==> config.mk <==
export PLATFORM = sky130hd
export DESIGN_NAME = sigdel_cic_decimator
export DESIGN_NICKNAME = d
export VERILOG_FILES = /design/src/rtl/sigdel_cic_decimator.sv
export SDC_FILE = /design/constraint.sdc
export NUM_CORES = 1
export LEC_CHECK = 0
export CORE_ASPECT_RATIO = 0.5
export CORE_MARGIN = 1.5
export CORE_UTILIZATION = 45
export DETAILED_ROUTE_END_ITERATION = 6
export GPL_TIMING_DRIVEN = 0
export MAX_ROUTING_LAYER = met4
export SETUP_SLACK_MARGIN = 0.5
export SYNTH_ARGS = -nofsm -noshare
export SYNTH_HDL_FRONTEND = slang
export SYNTH_SLANG_ARGS = --single-unit
==> constraint.sdc <==
create_clock -name clock_200 -period 6.68 [get_ports clock_200]
set_input_delay 2.004 -clock clock_200 [delete_from_list [all_inputs] [get_ports clock_200]]
set_output_delay 2.004 -clock clock_200 [all_outputs]
set_load 0.03 [all_outputs]
==> src/rtl/sigdel_cic_decimator.sv <==
// Third-order CIC decimator for a 1-bit sigma-delta stream.
// Produces one signal_bitwidth-bit PCM sample every 2^decimation_log2 enabled clocks.
module sigdel_cic_decimator #(
  parameter int signal_bitwidth = 24,
  parameter int decimation_log2 = 6
) (
  input  logic                              clock_200,
  input  logic                              reset_n,
  input  logic                              input_bitstream,
  input  logic                              input_enable,
  output logic signed [signal_bitwidth-1:0] output_data,
  output logic                              output_valid
);
  localparam int W  = 3 * decimation_log2 + 2;
  localparam int S  = signal_bitwidth - 1 - 3 * decimation_log2;
  localparam int YW = W + S;

  localparam logic [YW-1:0] POS_FS = {2'b01, {(signal_bitwidth-1){1'b0}}};
  localparam logic [signal_bitwidth-1:0] POS_MAX = {1'b0, {(signal_bitwidth-1){1'b1}}};

  logic [W-1:0] i1_q, i1_d, i2_q, i2_d, i3_q, i3_d;
  logic [W-1:0] d1_q, d1_d, d2_q, d2_d, d3_q, d3_d;
  logic [W-1:0] x, c1, c2, c3;
  logic [decimation_log2-1:0] cnt_q, cnt_d;
  logic [1:0] warm_q, warm_d;
  logic [signal_bitwidth-1:0] data_q, data_d;
  logic valid_q, valid_d;
  logic strobe;
  logic [YW-1:0] y;
  logic [signal_bitwidth-1:0] y_sat;

  assign x      = input_bitstream ? {{(W-1){1'b0}}, 1'b1} : {W{1'b1}};
  assign strobe = input_enable && (&cnt_q);

  assign c1 = i3_q - d1_q;
  assign c2 = c1 - d2_q;
  assign c3 = c2 - d3_q;

  // Upper S bits of the zero-extension are shifted out, so y[YW-1:S] is exactly c3.
  assign y     = YW'(c3) << S;
  assign y_sat = (y == POS_FS) ? POS_MAX : y[signal_bitwidth-1:0];

  always_comb begin
    i1_d    = i1_q;
    i2_d    = i2_q;
    i3_d    = i3_q;
    d1_d    = d1_q;
    d2_d    = d2_q;
    d3_d    = d3_q;
    cnt_d   = cnt_q;
    warm_d  = warm_q;
    data_d  = data_q;
    valid_d = 1'b0;
    if (input_enable) begin
      i1_d  = i1_q + x;
      i2_d  = i2_q + i1_q;
      i3_d  = i3_q + i2_q;
      cnt_d = cnt_q + decimation_log2'(1);
      if (strobe) begin
        d1_d   = i3_q;
        d2_d   = c1;
        d3_d   = c2;
        data_d = y_sat;
        // Combs need three frames to flush, so the first three samples are not flagged.
        if (warm_q == 2'd3) valid_d = 1'b1;
        else                warm_d  = warm_q + 2'd1;
      end
    end
  end

  always_ff @(posedge clock_200 or negedge reset_n) begin
    if (!reset_n) begin
      i1_q    <= '0;
      i2_q    <= '0;
      i3_q    <= '0;
      d1_q    <= '0;
      d2_q    <= '0;
      d3_q    <= '0;
      cnt_q   <= '0;
      warm_q  <= '0;
      data_q  <= '0;
      valid_q <= 1'b0;
    end else begin
      i1_q    <= i1_d;
      i2_q    <= i2_d;
      i3_q    <= i3_d;
      d1_q    <= d1_d;
      d2_q    <= d2_d;
      d3_q    <= d3_d;
      cnt_q   <= cnt_d;
      warm_q  <= warm_d;
      data_q  <= data_d;
      valid_q <= valid_d;
    end
  end

  assign output_data  = $signed(data_q);
  assign output_valid = valid_q;
endmodule

==> results.tsv, run 1 <==
stage	metric	value	unit
place	dp_hpwl	17100	microns
global_route	overflow	0	
route	wl_per_cell	14.9	microns
floorplanning	num_rows	39	
global_route	antenna_found_initial	0	
flow_run	drv_cap	0	
synth	synth_warnings	0	
clocking	clkTransAtPathRegs	0.06	ns
sta	slew_headroom	0.476	
sta	final_max_slew_viol_count	0	
final_layout	nNetsFinal	1357	
setup_path	worstReg2RegEnd	output_data[11]	
sta	hold_viol	0	
worst_hold_path	hold_path_class	flip-flop to flip-flop	
synth	yosysTopAreaCellShare	0.346	
route	first_iter_violations	468	
place	io_buffers	28	
sta	fin_worst_skew	0.0124	ns
synth	synth_area_leaders	dfrtp_1, ha_1, xnor2_1	
floorplanning	pin_count	29	
synth	synth_fp_nets	1304	
final_layout	diodes	0	
clocking	cts.path.max_buffers	2	
sta	min_period	5.89	ns
setup_path	crit_path_end_kind	flip-flop	
clocking	insertion_delay	0.42	ns
clocking	cts.sinks	149	
synth	synth_edf_count	0	
route	wl_met2	10300	microns
sta	setup_tns	0	ns
setup_path	crit_end	output_data[11]	
synth	ys_seq_area_frac	0.346	
sta	max_freq	170	MHz
route	vias_per_cell	5.38	
synth	avgSynthCellArea	9.14	sq um
clocking	htreeDepth	4	
floorplanning	die_w	222	microns
setup_path	reg2reg_from	i3_q[0]	
sta	fin_ws	0.793	ns
global_route	grt_pass1_wl	39600	microns
sta	tightest_slew	0.766	ns
synth	synthesis.area	0.0108	sq mm
setup_path	regToRegSetupSlack	0.79	ns
sta	grt_setup_unrepaired	false	
synth	synthFlopType	dfrtp_1	
final_layout	drive_gt1_frac	0.0958	
floorplanning	initial_core_util	0.466	
route	dr_wl_met3	697	microns
global_route	grt_usage	0.199	
setup_path	required	7.01	ns
clocking	cts_tree	done	
setup_path	crit_type	flip-flop to flip-flop	
synth	yosysTopAreaCell	dfrtp_1	
global_route	grt_pass1_vias	8239	
setup_path	start_kind	flip-flop	
place	post-place-ws	0.484	ns
floorplanning	die-height	112	microns
floorplanning	dieArea	0.0249	sq mm
synth	ys_types	70	
setup_path	crit_start	i3_q[0]	
route	dr.pass1.iters	5	
status	status	completed	
route	drc_errors	0	
synth	async_reset_ff_frac	1.00	
clocking	numCtsBuffers	17	
place	dp.cells	1515	
route	wl_met1	11700	microns
synth	ys_seq_elements	149	
route	via_count	8337	
floorplanning	core	0.0231	sq mm
place	gp_congestion	0.851	
route	detail-route-antenna-nets	0	
sta	finalCritPeriodShare	0.881	
setup_path	r2r_cells	27	
final_layout	final_cells	1549	
synth	netlist_instances	1179	
final_layout	syn_to_final_growth	13.6	%
setup_path	path_max_fanout	10	
setup_path	crit_arrival	6.22	ns
global_route	grt_max_degree	80	
clocking	cts_root_buf	clkbuf_16	
sta	setup_violations	0	
route	route.top_layer_used	met4	
route	wirelength	23000	microns
==> logic make-up (layout without fill, tap and decap cells) <==
group,after synthesis,count (layout),synth area share
buf+inv,113,176,0.0416
xor+xnor,102,102,0.0849
flops,149,149,0.346
mux,54,54,0.0563
compound gates,316,316,0.189
fa+ha+maj,121,121,0.145
simple gates,324,324,0.138
==> layout by cell type (no fill, tap or decap), types with 4 or more instances in the layout <==
| cell | n |
|---|---|
| a21o_1 | 31 |
| nand2b_1 | 11 |
| dfrtp_1 | 148 |
| clkbuf_16 | 17 |
| nor2_1 | 77 |
| nand2_1 | 130 |
| a21oi_1 | 71 |
| fa_1 | 6 |
| and3_1 | 10 |
| xor2_1 | 24 |
| o21ai_0 | 88 |
| buf_4 | 9 |
| or3_1 | 4 |
| a211oi_1 | 6 |
| clkdlybuf4s50_1 | 27 |
| mux2_2 | 53 |
| nand4_1 | 7 |
| a21oi_2 | 4 |
| a31oi_1 | 7 |
| xnor2_1 | 76 |
| and2_1 | 7 |
| o21a_1 | 21 |
| ha_1 | 115 |
| o21bai_1 | 11 |
| a21boi_0 | 4 |
| nor3_1 | 20 |
| clkbuf_1 | 22 |
| nor2b_1 | 13 |
| o211ai_1 | 14 |
| inv_1 | 81 |
| bufinv_16 | 6 |
| nand3_1 | 29 |
| buf_1 | 6 |
| a41o_1 | 4 |
| o31ai_1 | 4 |
==> routing by layer <==
layer	GRT usage	up-vias
met1	0.265	3931
li1	-	4287
met4	0.0511	0
met3	0.0346	19
met5	-	-
met2	0.317	100
==> worst max-delay path: stages (launching register included) <==
cell,delay (ns)
dfrtp_1,0.36
inv_1,0.11
ha_1,0.25
fa_1,0.40
nor2b_1,0.12
o21ai_0,0.10
a21boi_1,0.21
o21ai_2,0.09
nor2b_1,0.14
xnor2_1,0.15
ha_1,0.24
or3_4,0.36
nor3_4,0.17
o21bai_1,0.09
a21oi_1,0.21
xnor2_1,0.19
ha_1,0.35
a21oi_1,0.18
nand2_1,0.12
a221o_1,0.36
a21oi_1,0.19
xor2_1,0.22
o2111ai_1,0.14
nor3_1,0.24
nand4_1,0.12
or3_4,0.35
buf_2,0.21
o211ai_1,0.11
==> sequential cells by signal, summed over array words and instances (netlist names) <==
name	cells
d1_q	20
d2_q	20
d3_q	20
i1_q	20
i2_q	20
i3_q	20
output_data	20
cnt_q	6
warm_q	2
output_valid	1
==> metrics by stage <==
stage	hold slack, ns	area, sq um	util
6_report	0.480	12200	0.529
5_1_grt	0.497	12200	0.529
4_1_cts	0.486	12100	0.524
3_5_place_dp	0.471	11500	0.496
3_3_place_gp	0.461	11400	0.494
2_1_floorplan	0.448	10800	-
==> Yosys cell counts (3+ instances only) <==
cell	number
a211oi_1	6
a2111oi_0	3
o41ai_1	4
o22ai_1	3
o21bai_1	11
clkbuf_1	20
o211ai_1	14
o21ai_0	92
nor2_1	77
and2_1	7
nor2b_1	14
xnor2_1	76
a21o_1	31
buf_1	6
a21boi_0	6
nand4_1	7
or3_1	4
nor3_1	20
a31oi_1	9
nand3_1	29
fa_1	6
xor2_1	24
dfrtp_1	149
o31a_1	3
a21oi_1	76
inv_1	81
ha_1	115
nand2_1	130
a211o_1	3
and3_1	10
mux2_2	53
nand3b_1	3
a41o_1	4
buf_4	4
o31ai_1	5
nand2b_1	11
o21a_1	21
==> area by class of cell <==
type | count | area (sq um)
Inverter | 81 | 304
Sequential cell | 149 | 3730
Tap cell | 307 | 384
Timing Repair Buffer | 34 | 347
Fill cell | 2061 | 10900
Clock buffer | 20 | 447
Buffer | 32 | 144
Multi-Input combinational cell | 917 | 6690
Clock inverter | 9 | 201
==> timing repair <==
action | 4_1_cts | 5_1_grt
pin swaps | 0 | 9
endpoints found under the setup margin | 10 | 20
gates resized for setup | 1 | 22
hold buffers | 0 | 0
setup buffers | 0 | 5
hold endpoints to repair | 0 | 0
==> how the worst min path moves through the flow <==
stage,start,to,cells past startpoint
3_5_place_dp,d2_q[1],d2_q[1],2
3_3_place_gp,warm_q[0],warm_q[0],1
2_1_floorplan,warm_q[0],warm_q[0],1
6_report,warm_q[0],warm_q[0],1
5_1_grt,warm_q[0],warm_q[0],1
4_1_cts,d2_q[1],d2_q[1],2
Power of run 1 is not shown: default switching activity piles up to over one toggle a cycle in this logic, so the estimate is an artifact.
==> run 2, diff against run 1 <==
--- a/config.mk
+++ b/config.mk
@@ -11,6 +11,7 @@
 export DETAILED_ROUTE_END_ITERATION = 6
 export GPL_TIMING_DRIVEN = 0
 export MAX_ROUTING_LAYER = met4
+export REMOVE_ABC_BUFFERS = 1
 export SETUP_SLACK_MARGIN = 0.5
 export SYNTH_ARGS = -nofsm -noshare
 export SYNTH_HDL_FRONTEND = slang
==> run 2 against run 1 <==
Against the previous run: cell area rose by 0.10%; largest cell class unchanged; routed wire length fell by 13%; hold slack got worse by 0.0013 ns.
==> results.tsv, run 2 (synthesized netlist as in run 1, its figures left out) <==
stage	metric	value	unit	change
status	status	completed		unchanged
route	detail-route-antenna-nets	0		unchanged
place	gp_congestion	0.855		was 0.851
clocking	numCtsBuffers	17		unchanged
floorplanning	die_w	222	microns	unchanged
route	wirelength	20100	microns	was 23000 microns
sta	hold_viol	0		unchanged
route	dr.pass1.iters	5		unchanged
route	drc_errors	0		unchanged
place	dp.cells	1487		was 1515
floorplanning	dieArea	0.0249	sq mm	unchanged
clocking	insertion_delay	0.42	ns	about the same
setup_path	crit_path_top_delay_cell	or3_4		was fa_1
place	dp_hpwl	14700	microns	was 17100 microns
clocking	htreeDepth	4		unchanged
setup_path	path_max_fanout	5		was 10
setup_path	critPathMaxStageDelay	0.50	ns	was 0.40 ns
setup_path	worstReg2RegEnd	output_data[23]		was output_data[11]
sta	fin_worst_skew	0.00973	ns	was 0.0124 ns
global_route	grt_pass1_vias	7910		was 8239
clocking	clkTransAtPathRegs	0.06	ns	about the same
setup_path	crit_arrival	6.21	ns	was 6.22 ns
sta	min_period	5.92	ns	was 5.89 ns
setup_path	reg2reg_from	i3_q[0]		unchanged
clocking	cts.path.max_buffers	2		unchanged
flow_run	drv_cap	0		unchanged
sta	finalCritPeriodShare	0.886		was 0.881
setup_path	cp.depth	26		was 27
final_layout	diodes	0		unchanged
setup_path	path_buf_inv	1		was 2
final_layout	mostFrequentLayoutCells	dfrtp_1, nand2_1, ha_1		unchanged
setup_path	crit_path_end_kind	flip-flop		unchanged
setup_path	crit_type	flip-flop to flip-flop		unchanged
route	first_iter_violations	336		was 468
worst_hold_path	hold_path.startpoint	warm_q[0]		unchanged
floorplanning	core	0.0231	sq mm	unchanged
route	via_count	8029		was 8337
sta	setup_violations	0		unchanged
final_layout	final_common_cell	dfrtp_1		unchanged
floorplanning	die-height	112	microns	unchanged
floorplanning	num_rows	39		unchanged
global_route	overflow	0		unchanged
sta	fin_ws	0.761	ns	was 0.793 ns
final_layout	drive_gt1_frac	0.113		was 0.0958
global_route	grt_max_degree	90		was 80
sta	setup_tns	0	ns	unchanged
clocking	postCtsHoldBufs	0		unchanged
sta	slew_headroom	0.463		was 0.476
setup_path	critical_path.top_delay_family	compound AO/OA/AOI/OAI gates		unchanged
clocking	cts_tree	done		unchanged
final_layout	final_cells	1530		was 1549
final_layout	syn_to_final_growth	13.8	%	was 13.6%
worst_hold_path	whs_endpoint	warm_q[0]		unchanged
sta	grt_setup_unrepaired	false		unchanged
sta	max_freq	169	MHz	was 170 MHz
place	post-place-ws	0.452	ns	was 0.484 ns
place	placed_cell_area	0.0114	sq mm	was 0.0115 sq mm
setup_path	start_kind	flip-flop		unchanged
global_route	antenna_found_initial	0		unchanged
sta	final_max_slew_viol_count	0		unchanged
setup_path	r2r_cells	26		was 27
worst_hold_path	hold_path_class	flip-flop to flip-flop		unchanged
final_layout	nNetsFinal	1339		was 1357
route	wl_per_cell	13.1	microns	was 14.9 microns
setup_path	regToRegSetupSlack	0.76	ns	was 0.79 ns
sta	tightest_slew	0.784	ns	was 0.766 ns
clocking	cts.sinks	149		unchanged
floorplanning	pin_count	29		unchanged
floorplanning	initial_core_util	0.466		unchanged
route	vias_per_cell	5.25		was 5.38
final_layout	final_area	0.0123	sq mm	was 0.0122 sq mm
worst_hold_path	min_path_cells	1		unchanged
place	io_buffers	28		unchanged
setup_path	required	6.98	ns	was 7.01 ns
global_route	grt_pass1_wl	35400	microns	was 39600 microns
final_layout	fill_cells	2107		was 2061
clocking	cts_root_buf	clkbuf_16		unchanged
setup_path	cp_common_cell	a21oi_1		
global_route	grt_usage	0.174		was 0.199
## run 2: how the worst max path moves through the flow
stage / start / endpoint / slack, ns
global placement: input_enable / output_data[23] / -2.63
global route: i3_q[0] / output_data[23] / 0.47
CTS: i3_q[0] / output_data[23] / 0.51
finish: i3_q[0] / output_data[23] / 0.76
floorplan: input_enable / output_data[23] / 1.21
detailed placement: i3_q[0] / output_data[23] / 0.45
## run 2: metal layers
metal	share of wire	wire length, microns	GRT usage	up-vias
li1	-	-	-	4256
met1	0.52	10400	0.226	3675
met2	0.45	9000	0.283	83
met3	0.024	476	0.0319	15
met4	0.0090	180	0.0452	0
met5	0	0	-	-
## run 2: layout make-up
cell class,instances,area [sq um],area share
clock buffer,20,457,0.0373
tap,307,384,0.0313
multi-input combinational,919,6770,0.553
inverter,81,304,0.0248
sequential,149,3730,0.304
timing repair buffer,46,479,0.0391
clock inverter,8,128,0.0104
## run 2: what timing repair did
item,4_1_cts,5_1_grt
cloned,0,2
pin swaps,0,22
endpoints found under the hold margin,0,0
buffers inserted,0,13
endpoints found under the setup margin,13,20
resized for setup,2,34
## run 2: worst register-to-register path: cells and delay by family (launching register included)
kind | cells | cell delay, ns
compound gates | 12 | 2.06
xor+xnor | 3 | 0.62
fa+ha+maj | 4 | 1.33
buf+inv | 1 | 0.09
flops | 1 | 0.34
simple gates | 6 | 1.33
## run 2: stage by stage
step / utilization / hold slack [ns]
floorplan: - / 0.448
global placement: 0.488 / 0.461
detailed placement: 0.493 / 0.471
CTS: 0.519 / 0.483
global route: 0.530 / 0.496
finish: 0.530 / 0.478
Power of run 2 is left out for the same reason.
